$ cat src/rtl/key_event.sv
// key_event: debounced key level to press/release/long/repeat pulses plus a wrapping press counter.
// Define KEY_AUTOREPEAT_EN to build the HELD-state auto-repeat; without it repeat_pulse stays 0.
module key_event #(
    parameter int HOLD_CYCLES   = 50_000_000,
    parameter int REPEAT_CYCLES = 10_000_000,
    parameter int CNT_W         = 32
) (
    input  logic       clk,
    input  logic       rst,
    input  logic       key_in,
    input  logic       enable,
    output logic       press_pulse,
    output logic       release_pulse,
    output logic       long_pulse,
    output logic       repeat_pulse,
    output logic       key_held,
    output logic [7:0] press_count
);
    typedef enum logic [1:0] {IDLE, DOWN, HELD} state_t;

    localparam logic [CNT_W-1:0] HOLD_LAST = CNT_W'(HOLD_CYCLES - 1);

    if (HOLD_CYCLES < 2 || REPEAT_CYCLES < 2) begin : g_bad_param
        $error("key_event: HOLD_CYCLES and REPEAT_CYCLES must be >= 2");
    end

    state_t           state_q, state_d;
    logic             key_q;
    logic [CNT_W-1:0] hold_q, hold_d;
    logic [7:0]       cnt_q, cnt_d;
    logic             press_q, press_d, rel_q, rel_d, long_q, long_d, rep_q, rep_d, held_q, held_d;
    logic             rise, fall;
`ifdef KEY_AUTOREPEAT_EN
    localparam logic [CNT_W-1:0] REP_LAST = CNT_W'(REPEAT_CYCLES - 1);
    logic [CNT_W-1:0] rcnt_q, rcnt_d;
`endif

    assign rise = key_in & ~key_q;
    assign fall = ~key_in & key_q;

    always_comb begin
        state_d = state_q;
        hold_d  = hold_q;
        cnt_d   = cnt_q;
        press_d = 1'b0;
        rel_d   = 1'b0;
        long_d  = 1'b0;
        rep_d   = 1'b0;
`ifdef KEY_AUTOREPEAT_EN
        rcnt_d  = rcnt_q;
`endif
        if (!enable) begin
            // Disabled: drop to IDLE silently, even a pending release is swallowed.
            state_d = IDLE;
            hold_d  = '0;
`ifdef KEY_AUTOREPEAT_EN
            rcnt_d  = '0;
`endif
        end else begin
            case (state_q)
                IDLE: if (rise) begin
                    press_d = 1'b1;
                    hold_d  = '0;
                    cnt_d   = cnt_q + 8'd1;
                    state_d = DOWN;
                end
                DOWN: if (fall) begin
                    rel_d   = 1'b1;
                    state_d = IDLE;
                end else if (hold_q == HOLD_LAST) begin
                    long_d  = 1'b1;
`ifdef KEY_AUTOREPEAT_EN
                    rcnt_d  = '0;
`endif
                    state_d = HELD;
                end else begin
                    hold_d = hold_q + 1'b1;
                end
                HELD: if (fall) begin
                    rel_d   = 1'b1;
                    state_d = IDLE;
                end
`ifdef KEY_AUTOREPEAT_EN
                else if (rcnt_q == REP_LAST) begin
                    rep_d  = 1'b1;
                    rcnt_d = '0;
                end else begin
                    rcnt_d = rcnt_q + 1'b1;
                end
`endif
                default: state_d = IDLE;
            endcase
        end
        held_d = state_d != IDLE;
    end

    always_ff @(posedge clk) begin
        if (rst) begin
            state_q <= IDLE;
            key_q   <= 1'b0;
            hold_q  <= '0;
            cnt_q   <= '0;
            press_q <= 1'b0;
            rel_q   <= 1'b0;
            long_q  <= 1'b0;
            rep_q   <= 1'b0;
            held_q  <= 1'b0;
`ifdef KEY_AUTOREPEAT_EN
            rcnt_q  <= '0;
`endif
        end else begin
            state_q <= state_d;
            key_q   <= key_in;
            hold_q  <= hold_d;
            cnt_q   <= cnt_d;
            press_q <= press_d;
            rel_q   <= rel_d;
            long_q  <= long_d;
            rep_q   <= rep_d;
            held_q  <= held_d;
`ifdef KEY_AUTOREPEAT_EN
            rcnt_q  <= rcnt_d;
`endif
        end
    end

    assign press_pulse   = press_q;
    assign release_pulse = rel_q;
    assign long_pulse    = long_q;
    assign repeat_pulse  = rep_q;
    assign key_held      = held_q;
    assign press_count   = cnt_q;
endmodule
$ cat config.mk
export PLATFORM = sky130hd
export DESIGN_NAME = key_event
export DESIGN_NICKNAME = d
export VERILOG_FILES = /design/src/rtl/key_event.sv
export SDC_FILE = /design/constraint.sdc
export NUM_CORES = 1
export LEC_CHECK = 0
export ABC_CLOCK_PERIOD_IN_PS = 3450
export BUFFER_PORTS_ARGS = -buffer_cell sky130_fd_sc_hd__clkbuf_2
export CAP_MARGIN = 25
export CORE_UTILIZATION = 30
export CTS_BUF_LIST = sky130_fd_sc_hd__clkbuf_8
export CTS_CLUSTER_SIZE = 8
export DETAILED_ROUTE_END_ITERATION = 12
export MAX_ROUTING_LAYER = met4
export PLACE_DENSITY = 0.52
export SLEW_MARGIN = 5
export SYNTH_ARGS = -nofsm -noshare
export SYNTH_HDL_FRONTEND = slang
export SYNTH_SLANG_ARGS = --single-unit
$ cat constraint.sdc
create_clock -name clk -period 3.45 [get_ports clk]
set_input_delay 0.1725 -clock clk [delete_from_list [all_inputs] [get_ports clk]]
set_output_delay 0.1725 -clock clk [all_outputs]
set_load 0.1 [all_outputs]
=== Yosys cells after proc, flatten, opt, wreduce, memory -nomap -nowiden ===
Index checks and enable logic that the tools add are counted.

* Output and inout port bits: 13
* Memories: 0
* ROM bits: 0
* Bits in latches: 0
* Bits of input ports: 4
* Word-level logic and storage cells: 47
* Register bits after elaboration: 47
* Memory bits (writable): 0

* Equality and inequality tests: 6
* $add $sub $neg: 2
* Reductions and logical operators: 10
* $mul: 0
* Divide/modulo/power cells: 0
* $lt $le $gt $ge: 0
* Shifts and indexed selects: 0
* Bitwise logic cells: 8
* Muxes and demuxes: 13

{| class="wikitable"
|+ Operator list
! kind !! count
|-
| $mux W32 || 3
|-
| $pmux W32 S2 || 1
|-
| $add A32 B1 Y32 const B || 1
|-
| $eq A32 B26 Y1 const B || 1
|-
| $mux W2 || 5
|-
| $add A8 B1 Y8 const B || 1
|-
| $ne A2 B2 Y1 const B || 3
|-
| $not A1 Y1 || 6
|-
| $pmux W2 S3 || 1
|-
| $reduce_or A3 Y1 || 2
|-
| $reduce_and A4 Y1 || 1
|-
| $reduce_bool A2 Y1 || 2
|-
| $reduce_or A2 Y1 || 2
|-
| $reduce_or A4 Y1 || 1
|-
| $mux W1 || 3
|-
| $reduce_and A3 Y1 || 1
|-
| $and A1 B1 Y1 || 2
|-
| $eq A2 B1 Y1 const B || 1
|-
| $eq A2 B2 Y1 const B || 1
|-
| $logic_not A2 Y1 || 1
|}

=== Logic depth before layout (Yosys ltp) ===
Gate-level depths: netlist of run 1.

* Depth in word-level cells: 6
* Mapped depth: 9
* Gate-level depth less buffers: 7

=== Worst setup path after synthesis of run 1 ===
No wires, ideal clock.

* Path kind: reg2reg
* From: register state_q[0]
* To: register hold_q[18]
* Stages on the path, launching flop included: 9
* Required time: 3,391 ps
* Clock period less this slack: 1,865 ps
* Slack: 1,585 ps
* Setup time: 59 ps
* Buffers on the path: 1
* Arrival time: 1,806 ps
* Cells stage by stage: dfxtp_1 > inv_1 > ha_1 > mux2i_1 > o21ai_4 > buf_4 > nand3_1 > or4_1 > nand2_1

* Cells in the longest elaborated chain, start to end: 3
* Elaborated cells on any way between the ends: 8
* Classes of those cells: 4 x eq/ne; 1 x mux; 3 x reduce/logical

{| class="wikitable"
|+ RTL lines
! what !! line !! source
|-
| from (decl) || 27 || <nowiki>state_t state_q, state_d;</nowiki>
|-
| from (signal assigned) || 112 || <nowiki>state_q <= state_d;</nowiki>
|-
| $eq A2 B1 Y1 / $logic_not A2 Y1 (equally long branches) || 60 || <nowiki>case (state_q)</nowiki>
|-
| $ne A2 B2 Y1 (no line) / $reduce_bool A2 Y1 (equally long branches) || -- ||
|-
| $reduce_and A4 Y1 (no line) || -- ||
|-
| to (signal assigned) || 114 || <nowiki>hold_q <= hold_d;</nowiki>
|-
| to (decl) || 29 || <nowiki>logic [CNT_W-1:0] hold_q, hold_d;</nowiki>
|}

Several ways; a longest one is shown, not always the timed one.
A chain may end at the register's enable or synchronous reset.

=== Worst setup path after layout of run 1 ===
* From: register state_q[1]
* To: register hold_q[25]

Same word-level chain as after synthesis.

==> results of run 1 <==
## routing by layer
layer,part of all wire,wire length [um]
met3,0.040,209
met5,0,0
met2,0.43,2260
met1,0.51,2710
met4,0.017,89
## cells by family (layout without fill, tap and decap cells)
logic type | after synthesis | in the layout | share of synthesized area
and+or+nand+nor | 152 | 152 | 0.361
DFF | 47 | 47 | 0.389
AOI/OAI and AO/OA | 42 | 42 | 0.110
buffers and inverters | 20 | 30 | 0.0394
xor gates and xnor gates | 15 | 15 | 0.0544
adders and majority gates | 6 | 6 | 0.0311
muxes | 3 | 3 | 0.0124
other | 1 | 1 | 0.00155
## worst max path at each step
stage | slack (ns) | from | end | cells after the start
detailed placement | 1.02 | state_q[1] | hold_q[25] | 7
floorplan | 1.58 | state_q[0] | hold_q[18] | 8
finish | 0.97 | state_q[1] | hold_q[25] | 7
global route | 0.74 | state_q[1] | hold_q[25] | 7
CTS | 0.98 | state_q[1] | hold_q[25] | 7
global placement | 1.10 | state_q[1] | hold_q[29] | 7
## power by group through the flow
stage	logic [uW]	clock network (uW)	registers, uW
after detailed placement	68.1	0	562
after global placement	68.4	0	562
after floorplan	39.5	0	579
after CTS	68.4	344	550
after global routing	73.5	365	551
final	67.8	330	550
## cell usage after synthesis, drive strengths merged, types with 2 or more instances
library cell  count  share of area
a21oi            13          0.027
and2              7          0.018
and3              7          0.018
and4              4          0.014
buf               8          0.021
clkbuf            7          0.011
dfxtp            47           0.39
ha                6          0.031
inv               5         0.0078
mux2i             3          0.012
nand2            27          0.042
nand2b            3         0.0078
nand3            14          0.029
nand3b            2         0.0062
nand4            22          0.062
nand4b            2         0.0073
nor2             22          0.034
nor2b             4          0.010
nor3              5          0.010
nor4              5          0.016
nor4b             3          0.011
o211ai           11          0.034
o21ai            12          0.030
o31ai             2         0.0062
or3               9          0.023
or4              13          0.040
xnor2             2         0.0073
xor2             13          0.047
## area by class of cell
type | instances | area [sq um]
Clock buffer | 5 | 68.8
Clock inverter | 3 | 16.3
Fill cell | 822 | 5120
Inverter | 5 | 18.8
Multi-Input combinational cell | 219 | 1380
Sequential cell | 47 | 941
Tap cell | 102 | 128
Timing Repair Buffer | 17 | 90.1
## stage by stage
| step | total power [uW] | instance area (sq um) | hold WS, ns | worst slack (ns) |
|---|---|---|---|---|
| floorplan | 618 | 2420 | 0.301 | 1.58 |
| global placement | 631 | 2560 | 0.472 | 1.10 |
| detailed placement | 631 | 2560 | 0.483 | 1.02 |
| CTS | 963 | 2650 | 0.167 | 0.983 |
| global route | 989 | 2650 | 0.180 | 0.738 |
| finish | 947 | 2650 | 0.176 | 0.973 |
## sequential cells by signal (all words and copies together) (netlist names)
name           count
key_held           1
state_q            2
key_q              1
long_pulse         1
press_count        8
hold_q            32
release_pulse      1
press_pulse        1
==> flow_metrics.py, run 1 <==
metrics = {
    "worst_setup_path": {
        "reg2reg_slack_ns": 0.97,
        "cp.arrival_ns": 2.72,
        "cp.buffers_inverters": 1,
        "path_cells": "inv_1 > ha_1 > mux2i_1 > o21ai_4 > nand4_2 > or4_1 > nand2_1",
        "regToRegEndpoint": "hold_q[25]",
        "cp-start-kind": "flop",
        "crit_type": "reg -> reg",
        "worst_r2r_path_depth": 7,
        "worst_path_largest_cell_delay_ns": 0.53,
        "rr_startpoint": "state_q[1]",
        "crit_fanout": 23,
        "critPathRequiredTime_ns": 3.70,
        "path_delay_family": "simple AND/OR/NAND/NOR gates",
        "slowest_stage": "o21ai_4",
        "end_kind": "flop",
    },
    "sta": {
        "maxSlewHeadroom": 0.405,
        "rsz0062_at_grt": "false",
        "max_freq_mhz": 404,
        "worstMarginPinSlew_ns": 0.890,
        "slew_viol_final": 0,
        "setup_viol_count_final": 0,
        "final-hold-violation-count": 0,
        "period_minus_slack_ns": 2.48,
        "setup_tns_ns": 0,
        "fin_crit_sh": 0.718,
        "fin_skew_ns": 0.00384,
    },
    "floorplanning": {
        "die_w_um": 91.7,
        "start_util": 0.311,
        "row_count": 32,
        "coreArea_sq_mm": 0.00777,
        "fp.dieH_um": 91.7,
        "die_area_sq_mm": 0.00842,
        "io_pins": 17,
    },
    "final_layout": {
        "utilization": 0.341,
        "syn_to_final_growth_pct": 9.53,
        "final_common_cell": "dfxtp_1",
        "stdcell_count": 398,
        "diodes": 0,
        "layout_common_cells": "dfxtp_1, nand2_1, nor2_1",
        "fin_nets": 305,
        "layout-drive-gt1-share": 0.0980,
    },
    "global_routing": {
        "antenna_found_initial": 0,
        "use_met2": 0.201,
        "grt_max_degree": 24,
        "grt_pass1_vias": 1872,
        "grt_pass1_wl_um": 9310,
        "grt.total_usage": 0.141,
        "busiest_layer": "met2",
        "grt.overflow.total": 0,
        "grt_util_met3": 0.0340,
        "grt_use_met1": 0.194,
    },
    "pwr": {
        "seq_power_share": 0.580,
        "power_density_mw_per_mm2": 358,
        "ir_drop_mv": 0.168,
        "p_leak_uw": 0.000954,
        "switchingPower_uw": 248,
        "pwr-share-clk": 0.348,
        "swShare": 0.262,
        "power_frac_comb": 0.072,
        "p_int_uw": 699,
    },
    "placed_design": {
        "place_inst": 390,
        "gp_congestion": 0.758,
        "dp_hpwl_um": 3730,
        "io_buffer_count": 15,
    },
    "worst_hold_path": {
        "hold_class": "in -> reg",
        "min_path_cells": 2,
        "holdPathEnd": "key_q",
        "min-delay-start": "key_in",
    },
    "cts": {
        "root_buffer": "clkbuf_8",
        "tritoncts": "done",
        "cts_resized": 0,
        "cts.path.max_buffers": 2,
        "clk_pin_slew_ns": 0.09,
        "htree_levels": 2,
        "postCtsHoldBufs": 0,
        "cts_setup_buffers": 0,
        "cts_buffers": 5,
        "cts_sinks": 47,
        "clock_latency_ns": 0.30,
    },
    "detailed_routing": {
        "drc": 0,
        "drtAntennaViolNets": 0,
        "first_pass_iters": 4,
        "routed_wl_um": 5270,
        "routed_via_density": 5.14,
        "vias": 2047,
        "wire_per_inst_um": 13.2,
        "drt_iter0_markers": 122,
    },
    "logic_synthesis": {
        "synth_edf_count": 0,
        "synthArstFlopShare": 0,
        "synth_fp_nets": 296,
        "syn_area_sq_mm": 0.00242,
        "seq_area_frac_synth": 0.389,
        "synth_warnings": 0,
        "synthCells": 286,
        "synth_seq_cells": 47,
        "ys.flop_type": "dfxtp_1",
        "syn_area_per_cell_sq_um": 8.45,
        "synth_cell_types": 40,
    },
    "run": {
        "maxCapViolations": 0,
    },
    "outcome": {
        "outcome": "finished clean",
    },
}
Power figures use the tool's default switching activity.
==> run 2, diff against run 1 <==
- ABC_CLOCK_PERIOD_IN_PS: 3450 -> 2210
- PLACE_DENSITY: 0.52 -> 0.54
- clock period: 3.45 -> 2.21 ns (I/O delays scaled with it)
==> run 2 against run 1 <==
  * Total power increased by 62%
  * Largest power group unchanged
  * Core utilization increased by 1.1 points
  * First-iteration DRC count decreased by 38%
  * Final cell count increased by 2.3%
  * Combinational power increased by 71%
  * Routed wire length increased by 2.6%
  * Fmax increased by 20%
  * Sequential power increased by 56%
  * Sequential share of layout area decreased by 1.1 points
  * Via count increased by 4.5%
  * Global-route usage decreased by 0.50 points
==> flow_metrics.py, run 2 (same netlist as run 1, synthesis figures left out) <==
metrics = {
    "detailed_routing": {
        "drc": 0,
        "vias": 2140,
        "routed_via_density": 5.26,
        "first_pass_iters": 4,
        "drt_iter0_markers": 76,
        "wire_per_inst_um": 13.3,
        "routed_wl_um": 5410,
        "drtAntennaViolNets": 0,
    },
    "final_layout": {
        "fin_nets": 314,
        "fin_area_sq_mm": 0.00273,
        "layout-drive-gt1-share": 0.125,
        "regMostFlops": "hold_q",
        "utilization": 0.351,
        "final_common_cell": "dfxtp_1",
        "stdcell_count": 407,
        "diodes": 0,
        "largest_register_ffs": 32,
        "layout_common_cells": "dfxtp_1, nand2_1, nor2_1",
        "syn_to_final_growth_pct": 12.9,
    },
    "run": {
        "maxCapViolations": 0,
    },
    "cts": {
        "htree_levels": 2,
        "clock_latency_ns": 0.29,
        "cts_sinks": 47,
        "postCtsHoldBufs": 0,
        "tritoncts": "done",
        "clk_pin_slew_ns": 0.09,
        "cts_buffers": 5,
        "root_buffer": "clkbuf_8",
        "cts.path.max_buffers": 2,
    },
    "sta": {
        "worstMarginPinSlew_ns": 0.557,
        "rsz0062_at_grt": "true",
        "maxSlewHeadroom": 0.630,
        "fin_crit_sh": 0.933,
        "final-hold-violation-count": 0,
        "max_freq_mhz": 485,
        "period_minus_slack_ns": 2.06,
        "fin_skew_ns": 0.00789,
        "slew_viol_final": 0,
        "setup_viol_count_final": 0,
    },
    "worst_setup_path": {
        "crit_fanout": 8,
        "end_kind": "flop",
        "critPathRequiredTime_ns": 2.44,
        "cp.arrival_ns": 2.29,
        "crit_type": "reg -> reg",
        "cp-start-kind": "flop",
    },
    "placed_design": {
        "dp_hpwl_um": 3810,
        "place_inst": 398,
        "io_buffer_count": 15,
        "gp_congestion": 0.824,
        "place_area_sq_mm": 0.00262,
    },
    "global_routing": {
        "antenna_found_initial": 0,
        "grt.overflow.total": 0,
        "grt_pass1_vias": 1895,
        "grt_use_met1": 0.185,
        "use_met2": 0.206,
        "busiest_layer": "met2",
        "grt_util_met3": 0.0299,
        "grt_max_degree": 30,
        "grt_pass1_wl_um": 9120,
        "grt.total_usage": 0.136,
    },
    "floorplanning": {
        "row_count": 32,
        "coreArea_sq_mm": 0.00777,
        "die_w_um": 91.7,
        "die_area_sq_mm": 0.00842,
        "io_pins": 17,
        "fp.dieH_um": 91.7,
        "start_util": 0.311,
    },
    "pwr": {
        "ir_drop_mv": 0.244,
        "fin_total_pwr_uw": 1530,
        "seq_power_share": 0.559,
        "p_leak_uw": 0.00101,
        "power_frac_comb": 0.076,
        "switchingPower_uw": 371,
        "pwr-share-clk": 0.365,
        "power_density_mw_per_mm2": 562,
        "p_int_uw": 1160,
        "swShare": 0.242,
    },
    "worst_hold_path": {
        "hold_class": "in -> reg",
    },
    "outcome": {
        "outcome": "finished clean",
    },
}
==> run 2: what timing repair did <==
action,in CTS,in global routing
endpoints found under the setup margin,0,6
buffers inserted,0,1
resized for setup,0,0
==> run 2: worst max-delay path, cell delays in order, from the launching register on <==
cell,delay (ns)
dfxtp_1,0.39
inv_1,0.08
ha_1,0.24
mux2i_1,0.19
o21ai_4,0.30
nand4_1,0.17
or4_1,0.48
a21oi_1,0.15
==> run 2: per-stage QoR <==
stage	setup slack (ns)	hold slack, ns	TNS [ns]
floorplan	0.345	0.239	0
global placement	0.229	0.424	0
detailed placement	0.167	0.429	0
CTS	0.136	0.121	0
global route	-0.00596	0.139	-0.00596
finish	0.148	0.136	0
==> run 2: power by group through the flow <==
| stage | sequential, uW | clock [uW] | combinational [uW] |
|---|---|---|---|
| after floorplan | 903 | 0 | 61.7 |
| after global placement | 878 | 0 | 113 |
| after detailed placement | 878 | 0 | 113 |
| after CTS | 858 | 583 | 114 |
| after global routing | 859 | 618 | 123 |
| final | 858 | 560 | 116 |
==> run 2: layout make-up <==
type / count / area (sq um)
fill: 834 / 5040
multi-input combinational: 219 / 1380
sequential: 47 / 941
timing repair buffer: 26 / 158
tap: 102 / 128
clock buffer: 7 / 96.3
inverter: 5 / 18.8
clock inverter: 1 / 3.75
==> run 2: path summary, 6_finish.rpt <==
check	slack [ns]	cells past startpoint	from	to
worst max-delay path	0.15	7	state_q[1]	hold_q[31]
worst min register to register	0.50	2	hold_q[5]	hold_q[5]
worst min-delay path	0.14	2	rst	press_count[7]
worst max register to register	0.15	7	state_q[1]	hold_q[31]
==> run 2: per-layer routing <==
metal,part of all wire,vias up
met5,0,-
met4,0.0055,0
met3,0.043,4
met2,0.45,39
met1,0.50,1011
li1,-,1086
